--- src/rtl/fifo_packer.sv ---
// Packs PACK_FACTOR consecutive FIFO words into one wide output word, with flush of partial words.
// Optional feature macro: PACKER_PARITY_EN adds the registered even-parity output out_parity.
module fifo_packer #(
  parameter int DATA_WIDTH  = 8,
  parameter int PACK_FACTOR = 4,
  parameter int CNT_WIDTH   = 3
) (
  input  logic                              clk,
  input  logic                              reset,
  input  logic                              en,
  input  logic                              fifo_empty,
  input  logic [DATA_WIDTH-1:0]             fifo_data,
  output logic                              fifo_rd,
  input  logic                              flush,
  output logic [DATA_WIDTH*PACK_FACTOR-1:0] out_data,
  output logic [CNT_WIDTH-1:0]              out_count,
  output logic                              out_valid,
  input  logic                              out_ready,
`ifdef PACKER_PARITY_EN
  output logic                              out_parity,
`endif
  output logic                              dbg_state,
  output logic [CNT_WIDTH-1:0]              dbg_count
);

  localparam int OUT_W = DATA_WIDTH * PACK_FACTOR;
  localparam logic [CNT_WIDTH:0] PF_EXT = (CNT_WIDTH+1)'(PACK_FACTOR);

  typedef enum logic {S_FILL = 1'b0, S_OUT = 1'b1} state_t;

  state_t                 state, state_next;
  logic [CNT_WIDTH-1:0]   count;
  logic                   pend;
  logic                   flush_hold;
  logic [OUT_W-1:0]       lanes, lanes_next;
  logic [CNT_WIDTH:0]     inflight;
  logic [CNT_WIDTH-1:0]   count_next;
  logic                   fill_done;
  logic                   handshake;

  // Lanes already captured plus the read whose data arrives this cycle.
  assign inflight   = {1'b0, count} + {{CNT_WIDTH{1'b0}}, pend};
  assign count_next = inflight[CNT_WIDTH-1:0];
  assign fill_done  = (inflight == PF_EXT) | (flush_hold & ~pend);
  // Output handshake: a word transfers on a cycle where out_valid and out_ready are both high;
  // out_data/out_count/out_parity stay constant while out_valid is high and out_ready is low.
  assign handshake  = (state == S_OUT) & out_ready;

  assign dbg_state = state;
  assign dbg_count = count;

  always_comb begin
    lanes_next = lanes;
    if (pend) begin
      for (int i = 0; i < PACK_FACTOR; i++) begin
        if (count == CNT_WIDTH'(i)) lanes_next[i*DATA_WIDTH +: DATA_WIDTH] = fifo_data;
      end
    end
  end

  always_ff @(posedge clk) begin
    if (reset) state <= S_FILL;
    else       state <= state_next;
  end

  always_comb begin
    state_next = state;
    case (state)
      S_FILL:  if (fill_done) state_next = S_OUT;
      S_OUT:   if (out_ready) state_next = S_FILL;
      default: state_next = S_FILL;
    endcase
  end

  always_comb begin
    fifo_rd   = 1'b0;
    out_valid = 1'b0;
    case (state)
      S_FILL:  fifo_rd = ~reset & en & ~fifo_empty & ~flush_hold & (inflight < PF_EXT);
      S_OUT:   out_valid = 1'b1;
      default: ;
    endcase
  end

  always_ff @(posedge clk) begin
    if (reset) begin
      count      <= '0;
      pend       <= 1'b0;
      flush_hold <= 1'b0;
      lanes      <= '0;
      out_data   <= '0;
      out_count  <= '0;
    end else begin
      case (state)
        S_FILL: begin
          pend  <= fifo_rd;
          count <= count_next;
          lanes <= lanes_next;
          // An empty packer ignores flush so no zero-lane word is ever produced.
          if (flush && (inflight != '0)) flush_hold <= 1'b1;
          if (fill_done) begin
            out_data  <= lanes_next;
            out_count <= count_next;
          end
        end
        S_OUT: begin
          if (out_ready) begin
            count      <= '0;
            flush_hold <= 1'b0;
            lanes      <= '0;
            out_data   <= '0;
            out_count  <= '0;
          end
        end
        default: ;
      endcase
    end
  end

`ifdef PACKER_PARITY_EN
  always_ff @(posedge clk) begin
    if (reset)                               out_parity <= 1'b0;
    else if ((state == S_FILL) && fill_done) out_parity <= ^lanes_next;
    else if (handshake)                      out_parity <= 1'b0;
  end
`endif

endmodule

--- config.mk ---
export PLATFORM = sky130hd
export DESIGN_NAME = fifo_packer
export DESIGN_NICKNAME = d
export VERILOG_FILES = /design/src/rtl/fifo_packer.sv
export SDC_FILE = /design/constraint.sdc
export NUM_CORES = 1
export LEC_CHECK = 0
export BUFFER_PORTS_ARGS = -buffer_cell sky130_fd_sc_hd__buf_2
export CAP_MARGIN = 40
export CORE_MARGIN = 3
export CORE_UTILIZATION = 40
export DETAILED_ROUTE_END_ITERATION = 8
export SLEW_MARGIN = 0
export SYNTH_ARGS = -nofsm -noshare
export SYNTH_HDL_FRONTEND = slang
export SYNTH_SLANG_ARGS = --single-unit
--- constraint.sdc ---
create_clock -name clk -period 2.9 [get_ports clk]
set_input_delay 0.145 -clock clk [delete_from_list [all_inputs] [get_ports clk]]
set_output_delay 0.145 -clock clk [all_outputs]
set_load 0.05 [all_outputs]
==> impl_metrics.py, run 1 <==
metrics = {
    "outcome": {
        "status": "finished, final reports clean",
    },
    "worst_hold_path": {
        "holdCritPathClass": "input pin to flop",
    },
    "clock_tree": {
        "cts.reportedPaths.clkPinSlew_ps": 70,
        "post_cts_setup_bufs": 0,
        "max-clock-path-buffers": 2,
        "clockRootBuffer": "clkbuf_8",
        "cts_htree_levels": 3,
        "post_cts_hold_buffer_count": 0,
        "clk_latency_ps": 340,
        "clock_sinks": 73,
        "postCtsResizedCells": 0,
        "tritoncts_clock_tree": "done",
        "cts_inserted_buffers": 9,
    },
    "place": {
        "place_congestion": 0.848,
        "placed_cells_incl_taps": 468,
        "io_buffer_count": 54,
        "dp_wirelength_mm": 4.86,
        "placement.cell_area_sq_um": 3530,
    },
    "cells_and_area": {
        "fillers": 787,
        "final_cell_count_no_fill": 484,
        "drive_gt1_share_pct": 24.9,
        "area_growth_pct": 13.3,
        "layout.nets": 393,
        "fin_util_pct": 47.4,
        "number_of_inserted_diodes": 0,
        "final_area_sq_um": 3720,
    },
    "global_routing": {
        "grt-ovfl-total": 0,
        "first_pass_grt_wire_length_mm": 12.9,
        "number_of_global_route_vias_before_repair": 2554,
        "global_route.usage.total_pct": 18.0,
        "initial_antenna_violation_count": 0,
        "grt_start_max_net_pins": 67,
    },
    "critical_path": {
        "setup.worst_path.class": "flop to flop",
        "sum_of_buffers_and_inverters_on_the_critical_path": 0,
        "slowest_stage_delay_cp_ps": 490,
        "reg2reg_slack_ps": 380,
        "cp_data_arrival_time_ps": 2760,
        "setup.worst_path.end_class": "flop",
        "path_common_cell": "ha_1",
        "cp_max_fo": 32,
        "cp_slowest_cell": "dfxtp_1",
        "critical-path-top-delay-family": "compound AO/OA/AOI/OAI gates",
        "crit_path_cell_trace": "ha_1, ha_1, or3_1, o221ai_2, o21ai_4, a32o_1",
        "critical_path_required_ps": 3140,
        "setup.worst_path.start_class": "flop",
    },
    "timing": {
        "finalClockSkew_ps": 7.28,
        "max-slew-margin-rel_pct": 42.0,
        "maxClockFrequency_ghz": 0.397,
        "fin_crit_sh_pct": 86.9,
        "worst_slew_pin_slew_ps": 866,
        "hold_violations": 0,
        "timing.hold.ws_ps": 119,
        "fin_setup_tns_ps": 0,
        "max_slew_violation_count": 0,
        "rsz_0062_raised_after_global_routing": "no",
        "final-setup-viol-count": 0,
        "clock_period_minus_worst_slack_ps": 2520,
    },
    "synthesis": {
        "synth.avg_cell_area_sq_um": 9.62,
        "synthesis_warning_total": 0,
        "post_synth_num_cell_types": 42,
        "commonest_register_cell_after_synthesis": "dfxtp_1",
        "yosysTopAreaCellShare_pct": 44.5,
        "async_reset_ff_share_pct": 0,
        "syn-num-nets": 357,
        "synth_cells": 341,
        "synth.ff_latch_count": 73,
        "synth.cell_area_sq_um": 3280,
        "synth.top_cells.by_count": "dfxtp_1, nand2_1, o21ai_0",
        "number_of_enable_type_register_cells_in_the_synthesized_netlist": 0,
        "synth-seq-area-share_pct": 44.5,
        "yosys.cell_count.top_type": "dfxtp_1",
        "netlist.top_cell.by_area": "dfxtp_1",
        "synth_area_leaders": "dfxtp_1, mux2i_1, and2_1, nor4_1, a31o_1",
    },
    "route": {
        "detail_route.first_pass.iterations": 4,
        "vias_per_cell": 5.51,
        "routed-via-count": 2667,
        "average_wire_per_cell_in_the_routed_design_microns": 16.0,
        "totalWireLength_mm": 7.72,
        "dr.first_iter.drc_count": 167,
        "drt.antenna.violating_nets": 0,
        "drc": 0,
    },
    "job": {
        "timing.max_cap.violations": 0,
    },
    "pwr": {
        "power_density_of_the_placed_cells_nw_per_um2": 539,
        "peakVddDrop_mv": 0.250,
        "leakagePower_nw": 1.54,
    },
    "floorplan": {
        "core_region_area_sq_um": 7850,
        "die-area_sq_um": 9320,
        "number_of_rows_in_the_core_area": 32,
        "starting_utilization_of_the_core_area_pct": 41.8,
        "die_h_microns": 96.6,
        "die_width_microns": 96.6,
        "floorplan.io_pins": 55,
    },
}
-- registers in the layout, summed over array words and instances, names as in the netlist --
register    count
out_count       3
lanes          32
dbg_state       1
out_data       32
dbg_count       3
flush_hold      1
pend            1
-- worst reg2reg max path: cells and delay by family (launching register included) --
kind            cells  cell delay [ps]
flops               1              490
fa+ha+maj           2              530
compound gates      3              970
simple gates        1              430
-- metrics by stage --
step / power [mW] / setup slack, ps
global placement: 1.24 / 524
CTS: 2.02 / 409
global route: 2.09 / 242
detailed placement: 1.24 / 424
floorplan: 1.20 / 395
finish: 2.00 / 380
-- report_power, final --
group / switching, mW / internal [mW] / total, mW / leakage (nW)
clock: 0.367 / 0.420 / 0.786 / 0.0974
sequential: 0.0162 / 1.01 / 1.03 / 0.589
combinational: 0.139 / 0.0484 / 0.187 / 0.851
-- final timing paths --
check,depth (start not counted),from,end
setup / recovery,6,pend,out_count[1]
hold / removal,3,fifo_data[6],lanes[30]
setup reg to reg,6,pend,out_count[1]
hold reg to reg,2,out_data[26],out_data[26]
-- area by class of cell --
type	instances	area, sq um	area share (%)
clock buffer	13	149	4.01
sequential	73	1460	39.3
inverter	3	11.3	0.303
multi-input combinational	232	1630	43.8
clock inverter	3	40.0	1.08
tap	102	128	3.43
timing repair buffer	58	300	8.08
-- metal layers --
| metal | track usage (%) | wire (microns) | up-vias |
|---|---|---|---|
| met5 | 0 | 0 | - |
| met4 | 6.43 | 97 | 0 |
| met3 | 4.88 | 329 | 7 |
| met2 | 27.6 | 3360 | 49 |
| met1 | 24.2 | 3930 | 1282 |
| li1 | - | - | 1329 |
-- placed cells by master (no fill, tap or decap), types with 11 or more instances in the layout --
cell type	netlist	final
and2_1	27	27
nor4_1	27	27
o21ai_0	30	30
buf_2	10	54
a31o_1	19	19
nand2_1	33	33
a31o_2	11	11
dfxtp_1	73	72
nor2_1	11	11
mux2i_1	29	29
-- logic make-up after synthesis --
group	share of synthesized area, %
multiplexers	9.88
flip-flops	44.5
AND/OR/NAND/NOR	19.9
AO/OA/AOI/OAI	18.8
buffers and inverters	5.87
adder cells (fa/ha/maj)	0.763
XOR/XNOR	0.267
Note: power is estimated with default switching activity, not from simulation.
==> run 2, diff against run 1 <==
- CAP_MARGIN: 40 -> unset
- CORE_ASPECT_RATIO: unset -> 2
- RECOVER_POWER: unset -> 50
==> run 2 against run 1 <==
  * Register-to-register slack gained 30 ps
  * Highest routed layer unchanged
  * Cell count decreased by 1.0%
  * Critical endpoint is now out_count[0]
  * Critical path type unchanged
  * Clock skew shrank 3.2 ps
  * Sequential cell count did not move
==> impl_metrics.py, run 2 (same netlist as run 1, synthesis figures left out) <==
metrics = {
    "outcome": {
        "status": "finished, final reports clean",
    },
    "pwr": {
        "peakVddDrop_mv": 0.258,
        "leakagePower_nw": 1.41,
        "power_density_of_the_placed_cells_nw_per_um2": 615,
    },
    "route": {
        "dr.first_iter.drc_count": 155,
        "average_wire_per_cell_in_the_routed_design_microns": 17.0,
        "routed-via-count": 2664,
        "drc": 0,
        "drt.antenna.violating_nets": 0,
        "vias_per_cell": 5.56,
        "totalWireLength_mm": 8.16,
        "detail_route.first_pass.iterations": 4,
    },
    "timing": {
        "hold_violations": 0,
        "maxClockFrequency_ghz": 0.402,
        "worst_slew_pin_slew_ps": 1290,
        "fin_crit_sh_pct": 85.9,
        "max_slew_violation_count": 0,
        "final.setup.worst_slack_ps": 410,
        "max-slew-margin-rel_pct": 14.3,
        "timing.hold.ws_ps": 92.9,
        "final-setup-viol-count": 0,
        "fin_setup_tns_ps": 0,
        "rsz_0062_raised_after_global_routing": "no",
        "clock_period_minus_worst_slack_ps": 2490,
        "finalClockSkew_ps": 4.11,
    },
    "global_routing": {
        "first_pass_grt_wire_length_mm": 13.2,
        "number_of_global_route_vias_before_repair": 2538,
        "grt-ovfl-total": 0,
        "initial_antenna_violation_count": 0,
        "global_route.usage.total_pct": 17.8,
        "grt_start_max_net_pins": 50,
    },
    "clock_tree": {
        "clock_sinks": 73,
        "max-clock-path-buffers": 2,
        "clockRootBuffer": "clkbuf_16",
        "clk_latency_ps": 330,
        "cts_inserted_buffers": 9,
        "cts.reportedPaths.clkPinSlew_ps": 50,
        "tritoncts_clock_tree": "done",
        "post_cts_hold_buffer_count": 0,
        "postCtsResizedCells": 0,
        "post_cts_setup_bufs": 0,
        "cts_htree_levels": 3,
    },
    "cells_and_area": {
        "mostFrequentLayoutCells": "dfxtp_1, clkbuf_1, nand2_1",
        "mostFrequentLayoutCell": "dfxtp_1",
        "layout.nets": 394,
        "final_area_sq_um": 3770,
        "drive_gt1_share_pct": 14.6,
        "number_of_inserted_diodes": 0,
        "area_growth_pct": 14.8,
        "layout_top_registers": "lanes: 32 flops, out_data: 32 flops",
        "fillers": 788,
    },
    "critical_path": {
        "setup.worst_path.start_class": "flop",
        "r2r_end": "out_count[0]",
        "slowest_stage_delay_cp_ps": 460,
        "crit_path_cell_trace": "ha_1, ha_1, or3_1, o221ai_2, o21ai_4, a32o_1",
        "sum_of_buffers_and_inverters_on_the_critical_path": 0,
        "cp_max_fo": 32,
        "path_common_cell": "ha_1",
        "reg2reg_slack_ps": 410,
        "setup.worst_path.class": "flop to flop",
        "critical-path-top-delay-family": "compound AO/OA/AOI/OAI gates",
        "critical_path_required_ps": 3120,
        "setup.worst_path.end_class": "flop",
        "startpoint": "pend",
        "cp_slowest_cell": "dfxtp_1",
        "cell_count_of_the_worst_reg_to_reg_path": 6,
        "critical_path.reg2reg.startpoint": "pend",
        "cp_data_arrival_time_ps": 2710,
    },
    "floorplan": {
        "die-area_sq_um": 9390,
        "floorplan.io_pins": 55,
        "number_of_rows_in_the_core_area": 46,
        "starting_utilization_of_the_core_area_pct": 41.3,
        "die_width_microns": 70.0,
        "die_h_microns": 134,
        "core_region_area_sq_um": 7940,
    },
    "place": {
        "dp_worst_setup_slack_ps": 421,
        "dp_wirelength_mm": 5.43,
        "place_congestion": 0.798,
        "placement.cell_area_sq_um": 3530,
        "io_buffer_count": 54,
    },
    "worst_hold_path": {
        "holdCritPathClass": "input pin to flop",
        "worst_hold_path.endpoint": "dbg_count[2]",
        "hold-path-cell-count": 2,
        "worstHoldStart": "reset",
    },
    "job": {
        "timing.max_cap.violations": 0,
    },
}
-- run 2: changes by cell type in the layout (fill, tap and decap cells not counted) --
cell / before / now
clkbuf_1: 3 / 42
buf_2: 54 / 16
and2_0: 0 / 11
and2_1: 27 / 16
clkbuf_16: 0 / 9
clkbuf_8: 10 / 1
dfxtp_1: 72 / 73
dfxtp_2: 1 / 0
-- run 2: per-layer routing --
metal / global-route usage (%) / share of wire [%]
met5: 0 / 0
met4: 9.28 / 3.0
met1: 20.5 / 43
met3: 3.15 / 3.0
met2: 30.9 / 51
-- run 2: how the worst max path moves through the flow --
stage                    to  slack, ps  cells after the start
2_1_floorplan  out_count[2]        400                      7
3_3_place_gp   out_count[1]        500                      6
3_5_place_dp   out_count[0]        420                      6
4_1_cts        out_count[0]        420                      6
5_1_grt           lanes[31]        170                      5
6_report       out_count[0]        410                      6
-- run 2: metrics by stage --
step / power, mW / cells / util, %
2_1_floorplan: 1.20 / 341 / -
3_3_place_gp: 1.24 / 463 / 44.4
3_5_place_dp: 1.25 / 463 / 44.4
4_1_cts: 2.34 / 479 / 48.1
5_1_grt: 2.39 / 479 / 47.4
6_report: 2.31 / 479 / 47.4
-- run 2: report_power, final --
part | leakage (nW) | internal (mW) | switching, mW
combinational | 0.673 | 0.0479 | 0.142
clock | 0.144 | 0.687 | 0.405
sequential | 0.589 | 1.02 | 0.0155
-- run 2: cell type report --
type                    count  area, sq um  share of cell area (%)
flip-flops and latches     73         1460                    38.8
clock inverters             3         40.0                    1.06
repair buffers             59          256                    6.81
well taps                  96          120                    3.19
multi-input cells         232         1630                    43.2
inverters                   3         11.3                   0.299
clock buffers              13          250                    6.64
-- run 2: worst reg2reg max path: stages (launching register included) --
cell,delay [ps]
dfxtp_1,460
ha_1,220
ha_1,280
or3_1,440
o221ai_2,310
o21ai_4,300
a32o_1,370
